[src/rtl/opsel_mux_pipe_if.sv]
// Handshake and data bundle between the functional units and the result/status stage.
// The slave modport is the opsel_mux_pipe side; master is the producer/consumer side.
interface opsel_mux_pipe_if #(
  parameter int WIDTH = 32,
  parameter int NCH   = 16,
  parameter int SELW  = 4
);
  logic                 in_valid;
  logic                 in_ready;
  logic [SELW-1:0]      opcode;
  logic [NCH*WIDTH-1:0] channels;
  logic                 err_ovf;
  logic                 err_dbz_div;
  logic                 err_dbz_mod;
  logic                 out_valid;
  logic                 out_ready;
  logic [WIDTH-1:0]     result;
  logic [NCH-1:0]       hotselect;
  logic [2:0]           error_code;
  logic [2:0]           sticky_err;
  logic                 clr_err;

  modport slave (
    input  in_valid, opcode, channels, err_ovf, err_dbz_div, err_dbz_mod,
    input  out_ready, clr_err,
    output in_ready, out_valid, result, hotselect, error_code, sticky_err
  );

  modport master (
    output in_valid, opcode, channels, err_ovf, err_dbz_div, err_dbz_mod,
    output out_ready, clr_err,
    input  in_ready, out_valid, result, hotselect, error_code, sticky_err
  );
endinterface

[src/rtl/opsel_mux_pipe.sv]
// Two-stage opcode decode / channel mux / error encoder with valid-ready flow control.
// S1 holds decoded select, raw channels and error code; S2 holds the muxed result.
module opsel_mux_pipe #(
  parameter int WIDTH    = 32,
  parameter int NCH      = 16,
  parameter int SELW     = 4,
  parameter bit ERR_ZERO = 1'b0
) (
  input logic             clk,
  input logic             rst,
  opsel_mux_pipe_if.slave bus
);

  logic                 s1_valid_q, s1_valid_d;
  logic [NCH-1:0]       s1_hot_q, s1_hot_d;
  logic [NCH*WIDTH-1:0] s1_data_q, s1_data_d;
  logic [2:0]           s1_err_q, s1_err_d;

  logic                 out_valid_q, out_valid_d;
  logic [WIDTH-1:0]     result_q, result_d;
  logic [NCH-1:0]       hot_q, hot_d;
  logic [2:0]           err_q, err_d;
  logic [2:0]           sticky_q, sticky_d;

  logic                 s2_adv;
  logic                 in_ready;
  logic                 deliver;
  logic [NCH-1:0]       dec_hot;
  logic [WIDTH-1:0]     mux_res;

  assign s2_adv   = !out_valid_q || bus.out_ready;
  assign in_ready = !s1_valid_q || s2_adv;
  assign deliver  = out_valid_q && bus.out_ready;

  // Opcodes at or above NCH match no channel, leaving an all-zero select.
  always_comb begin
    dec_hot = '0;
    for (int unsigned k = 0; k < NCH; k++) begin
      if (bus.opcode == SELW'(k)) dec_hot[k] = 1'b1;
    end
  end

  always_comb begin
    mux_res = '0;
    for (int unsigned k = 0; k < NCH; k++) begin
      mux_res = mux_res | ({WIDTH{s1_hot_q[k]}} & s1_data_q[k*WIDTH +: WIDTH]);
    end
    if (ERR_ZERO && (s1_err_q != 3'b000)) mux_res = '0;
  end

  always_comb begin
    s1_valid_d = s1_valid_q;
    s1_hot_d   = s1_hot_q;
    s1_data_d  = s1_data_q;
    s1_err_d   = s1_err_q;
    if (in_ready) begin
      s1_valid_d = bus.in_valid;
      if (bus.in_valid) begin
        s1_hot_d  = dec_hot;
        s1_data_d = bus.channels;
        s1_err_d  = {~|dec_hot, bus.err_ovf, bus.err_dbz_div | bus.err_dbz_mod};
      end
    end
  end

  always_comb begin
    out_valid_d = out_valid_q;
    result_d    = result_q;
    hot_d       = hot_q;
    err_d       = err_q;
    if (s2_adv) begin
      out_valid_d = s1_valid_q;
      if (s1_valid_q) begin
        result_d = mux_res;
        hot_d    = s1_hot_q;
        err_d    = s1_err_q;
      end
    end
  end

  // A clear coinciding with a delivery keeps that delivery's code rather than zero.
  always_comb begin
    sticky_d = sticky_q;
    if (bus.clr_err) sticky_d = deliver ? err_q : 3'b000;
    else if (deliver) sticky_d = sticky_q | err_q;
  end

  always_ff @(posedge clk or posedge rst) begin
    if (rst) begin
      s1_valid_q  <= 1'b0;
      s1_hot_q    <= '0;
      s1_data_q   <= '0;
      s1_err_q    <= '0;
      out_valid_q <= 1'b0;
      result_q    <= '0;
      hot_q       <= '0;
      err_q       <= '0;
      sticky_q    <= '0;
    end else begin
      s1_valid_q  <= s1_valid_d;
      s1_hot_q    <= s1_hot_d;
      s1_data_q   <= s1_data_d;
      s1_err_q    <= s1_err_d;
      out_valid_q <= out_valid_d;
      result_q    <= result_d;
      hot_q       <= hot_d;
      err_q       <= err_d;
      sticky_q    <= sticky_d;
    end
  end

  assign bus.in_ready   = in_ready;
  assign bus.out_valid  = out_valid_q;
  assign bus.result     = result_q;
  assign bus.hotselect  = hot_q;
  assign bus.error_code = err_q;
  assign bus.sticky_err = sticky_q;

endmodule
[src/flat_wrapper.sv]
// flat-port wrapper written by rule: the top's interface ports become plain ports
module opsel_mux_pipe_flat 
#(
  parameter int WIDTH    = 32,
  parameter int NCH      = 16,
  parameter int SELW     = 4,
  parameter bit ERR_ZERO = 1'b0
)
  (clk, rst, bus_in_valid, bus_opcode, bus_channels, bus_err_ovf, bus_err_dbz_div, bus_err_dbz_mod, bus_out_ready, bus_clr_err, bus_in_ready, bus_out_valid, bus_result, bus_hotselect, bus_error_code, bus_sticky_err);
  opsel_mux_pipe_if #(.WIDTH(WIDTH), .NCH(NCH), .SELW(SELW)) bus_i ();
  input logic clk;
  input logic rst;
  input wire logic [$bits(bus_i.in_valid)-1:0] bus_in_valid;
  input wire logic [$bits(bus_i.opcode)-1:0] bus_opcode;
  input wire logic [$bits(bus_i.channels)-1:0] bus_channels;
  input wire logic [$bits(bus_i.err_ovf)-1:0] bus_err_ovf;
  input wire logic [$bits(bus_i.err_dbz_div)-1:0] bus_err_dbz_div;
  input wire logic [$bits(bus_i.err_dbz_mod)-1:0] bus_err_dbz_mod;
  input wire logic [$bits(bus_i.out_ready)-1:0] bus_out_ready;
  input wire logic [$bits(bus_i.clr_err)-1:0] bus_clr_err;
  output wire logic [$bits(bus_i.in_ready)-1:0] bus_in_ready;
  output wire logic [$bits(bus_i.out_valid)-1:0] bus_out_valid;
  output wire logic [$bits(bus_i.result)-1:0] bus_result;
  output wire logic [$bits(bus_i.hotselect)-1:0] bus_hotselect;
  output wire logic [$bits(bus_i.error_code)-1:0] bus_error_code;
  output wire logic [$bits(bus_i.sticky_err)-1:0] bus_sticky_err;
  assign bus_i.in_valid = bus_in_valid;
  assign bus_i.opcode = bus_opcode;
  assign bus_i.channels = bus_channels;
  assign bus_i.err_ovf = bus_err_ovf;
  assign bus_i.err_dbz_div = bus_err_dbz_div;
  assign bus_i.err_dbz_mod = bus_err_dbz_mod;
  assign bus_i.out_ready = bus_out_ready;
  assign bus_i.clr_err = bus_clr_err;
  assign bus_in_ready = bus_i.in_ready;
  assign bus_out_valid = bus_i.out_valid;
  assign bus_result = bus_i.result;
  assign bus_hotselect = bus_i.hotselect;
  assign bus_error_code = bus_i.error_code;
  assign bus_sticky_err = bus_i.sticky_err;
  opsel_mux_pipe #(.WIDTH(WIDTH), .NCH(NCH), .SELW(SELW), .ERR_ZERO(ERR_ZERO)) u_core (.clk(clk), .rst(rst), .bus(bus_i));
endmodule
[config.mk]
export PLATFORM = sky130hd
export DESIGN_NAME = opsel_mux_pipe_flat
export DESIGN_NICKNAME = d
export VERILOG_FILES = /design/src/rtl/opsel_mux_pipe_if.sv /design/src/rtl/opsel_mux_pipe.sv /design/src/flat_wrapper.sv
export SDC_FILE = /design/constraint.sdc
export NUM_CORES = 2
export LEC_CHECK = 0
export CAP_MARGIN = 30
export CORE_MARGIN = 4
export CORE_UTILIZATION = 30
export CTS_BUF_LIST = sky130_fd_sc_hd__clkbuf_4 sky130_fd_sc_hd__clkbuf_8 sky130_fd_sc_hd__clkbuf_16
export CTS_CLUSTER_DIAMETER = 80
export DETAILED_ROUTE_END_ITERATION = 10
export GPL_ROUTABILITY_DRIVEN = 1
export GPL_TIMING_DRIVEN = 0
export PLACE_DENSITY = 0.62
export SYNTH_ARGS = -nofsm -noshare
export SYNTH_HDL_FRONTEND = slang
export SYNTH_SLANG_ARGS = --single-unit
[constraint.sdc]
create_clock -name clk -period 38.3 [get_ports clk]
set_clock_uncertainty 0.15 [all_clocks]
set_input_delay 9.575 -clock clk [delete_from_list [all_inputs] [get_ports clk]]
set_output_delay 9.575 -clock clk [all_outputs]
set_load 0.02 [all_outputs]
==> impl_metrics.tcl <==
set metrics [dict create \
    outcome "finished, final reports clean" \
    layout_min_cycle_time_ps 20640 \
    busiest_layer "met2" \
    ant_nets 0 \
    ys_seq_area_frac 0.5832 \
    multiInputGateArea_um2 9120 \
    grt_max_degree 128 \
    fp.coreArea_um2 83420 \
    netlist_top_cells_area "dfrtp_1 58%, nand2_1 24%, a221oi_1 4.5%" \
    grt_usage 0.2761 \
    ys_types 22 \
    avgSynthCellArea_um2 9.170 \
    nets 3928 \
    rsz0062_at_grt "no" \
    grt_overflow 0 \
    slowest_delay_ps 620 \
    start_util 0.3019 \
    placementRows 106 \
    clk_pin_slew_worst_paths_ps 60 \
    synth_seq_cells 587 \
    use_met1 0.3505 \
    port_buffers 579 \
    slew_violations 0 \
    crit_top_cell "clkdlybuf4s50_1" \
    grt_pass1_vias 23500 \
    ctsHtreeMaxLevel 3 \
    cts_resized 0 \
    endpoint_kind "primary output" \
    gp_congestion 0.8667 \
    synth_cells 2747 \
    die-area_um2 88660 \
    critical_path.slowest_cell "clkdlybuf4s50_1" \
    cts_buffers 71 \
    cts_hold_buffers 0 \
    register_area_um2 14690 \
    grt_pass1_wl_um 173200 \
    cts-root-buf "clkbuf_16" \
    num-fill-cells 8279 \
    power_density_nw_per_um2 51.12 \
    fin_crit_sh 0.5388 \
    setup_violations 0 \
    slew_headroom 0.2159 \
    area_growth_pct 38.42 \
    pin_count 580 \
    tightest_slew_ps 1176 \
    die_w_um 297.8 \
    clkLatencyLatePin_ps 620 \
    remaining_drc_errors 0 \
    start_kind "primary input" \
    cts_sinks 587 \
    synth_area_um2 25190 \
    drt_iter0_drc 1970 \
    post-cts-setup-buffers 0 \
    first_pass_iters 5 \
    timing.max_cap.violations 0 \
    grt_antenna_before_repair 12 \
    cp_top_family "buffers and inverters" \
    required_ps 28570 \
    num_vias 22820 \
    yosysTopAreaCellShare 0.5832 \
    synth_fp_nets 3271 \
    drive_gt1_frac 0.09436 \
    hp-class "flop to flop" \
    cts_tree "yes" \
    critPathKind "primary input to primary output" \
    dp_hpwl_um 95840 \
    totalPowerFinal_uw 1782 \
    die_y_um 297.8 \
    synth_warnings 0 \
    max_freq_ghz 0.04846 \
    path_max_fanout 5 \
    via_per_inst 5.023 \
    drt_wl_total_um 124900 \
    met3_usage 0.06056 \
    peakVddDrop_mv 0.02931 \
    clk_path_buf_depth 3 \
    post_drt_wl_per_cell_um 27.49 \
    crit_path_cell_trace "clkdlybuf4s50_1 > nand3b_4 > clkdlybuf4s50_1" \
    final.setup.tns_ps 0 \
    leakage_uw 0.01700 \
    grt_use_met2 0.4705 \
    arrival_ps 10910 \
    critPathBufInv 2 \
    synth_area_leader_cell "dfrtp_1" \
    final_hold_viol_count 0 \
]
## flip-flops by register name, indices dropped and copies added (netlist names)
register and count:
u_core.bus.sticky_err 3, u_core.bus.hotselect 16, u_core.bus.out_valid 1, u_core.s1_valid_q 1, u_core.bus.result 32, u_core.s1_err_q 3
u_core.bus.error_code 3, u_core.s1_hot_q 16, u_core.s1_data_q 512
## where the power goes
part           switching, uW  internal, uW
logic                    192           138
clock network            283           410
registers               52.4           706
total                    528          1250
## metal layers
layer  part of all wire  vias to the layer above
li1                   -                    10310
met1               0.40                    11290
met2               0.48                     1028
met3              0.078                      181
met4              0.035                        4
met5            0.00018                        -
## synth_stat cells
library cell	count
or4_1	1
o21ai_0	36
buf_4	5
nand2b_1	7
and2_1	2
mux2_2	19
o21ai_1	1
clkbuf_2	1
o41ai_1	6
and4_1	32
buf_6	67
nand3_1	3
a22o_1	128
inv_1	4
buf_1	1
o31ai_1	9
dfrtp_1	587
buf_2	103
nand2_1	1593
clkbuf_1	13
a221oi_1	128
nand3b_4	1
## tightest hold or removal path: cells and delay by family, from the launching register on
kind          cells  cell delay (ps)
flops             1              340
simple gates      2              100
## layout by cell type (no fill, tap or decap), types with 6 or more instances in the layout
| master | n |
|---|---|
| clkbuf_8 | 12 |
| and4_1 | 32 |
| clkdlybuf4s50_1 | 579 |
| nand2b_1 | 7 |
| a22o_1 | 128 |
| diode_2 | 7 |
| clkbuf_16 | 72 |
| o31ai_1 | 9 |
| a221oi_1 | 128 |
| dfrtp_1 | 587 |
| o21ai_0 | 36 |
| clkbuf_1 | 13 |
| mux2_2 | 19 |
| clkinv_2 | 9 |
| buf_2 | 103 |
| clkbuf_4 | 16 |
| buf_6 | 67 |
| nand2_1 | 1593 |
| o41ai_1 | 6 |
## per-stage QoR
step | util | cells | setup slack, ps | cell area, um2 | hold slack (ps)
5_1_grt | 0.4178 | 4536 | 17610 | 34850 | 334.8
3_3_place_gp | 0.3876 | 4406 | 4111 | 32340 | 302.5
2_1_floorplan | - | 2747 | 12150 | 25190 | 284.8
3_5_place_dp | 0.3892 | 4411 | 17660 | 32470 | 307.4
4_1_cts | 0.4177 | 4535 | 17660 | 34850 | 320.1
6_report | 0.4180 | 4542 | 17660 | 34870 | 323.8
## kinds of logic (layout without fill, tap and decap cells)
| family | Yosys count | after routing | synth area share |
|---|---|---|---|
| AND/OR/NAND/NOR | 1639 | 1639 | 0.2524 |
| flip-flops | 587 | 587 | 0.5832 |
| AO/OA/AOI/OAI | 308 | 308 | 0.1011 |
| buffers and inverters | 194 | 902 | 0.05479 |
| multiplexers | 19 | 19 | 0.008494 |
| other | 0 | 7 | 0 |
## worst paths after layout
path	startpoint	end	slack, ps	cells past startpoint
setup / recovery	bus_out_ready	bus_in_ready	17660	3
hold / removal	u_core.s1_data_q[465]$_DFFE_PP0P_	u_core.s1_data_q[465]$_DFFE_PP0P_	320	2
setup reg to reg	u_core.s1_hot_q[4]$_DFFE_PP0P_	u_core.bus.result[17]$_DFFE_PP0P_	35440	6
hold reg to reg	u_core.s1_data_q[465]$_DFFE_PP0P_	u_core.s1_data_q[465]$_DFFE_PP0P_	320	2
max in group asynchronous	rst	u_core.s1_data_q[283]$_DFFE_PP0P_	26890	4
min in group asynchronous	rst	u_core.s1_data_q[195]$_DFFE_PP0P_	9360	2
## cell type report
cell class / instances / area share
inverters: 4 / 0.0006459
multi-input cells: 1966 / 0.2616
flip-flops and latches: 587 / 0.4213
well taps: 1080 / 0.03876
clock inverters: 24 / 0.008433
diodes: 7 / 0.0005024
clock buffers: 100 / 0.05986
repair buffers: 584 / 0.1698
plain buffers: 190 / 0.03915
Power figures use the tool's default switching activity.
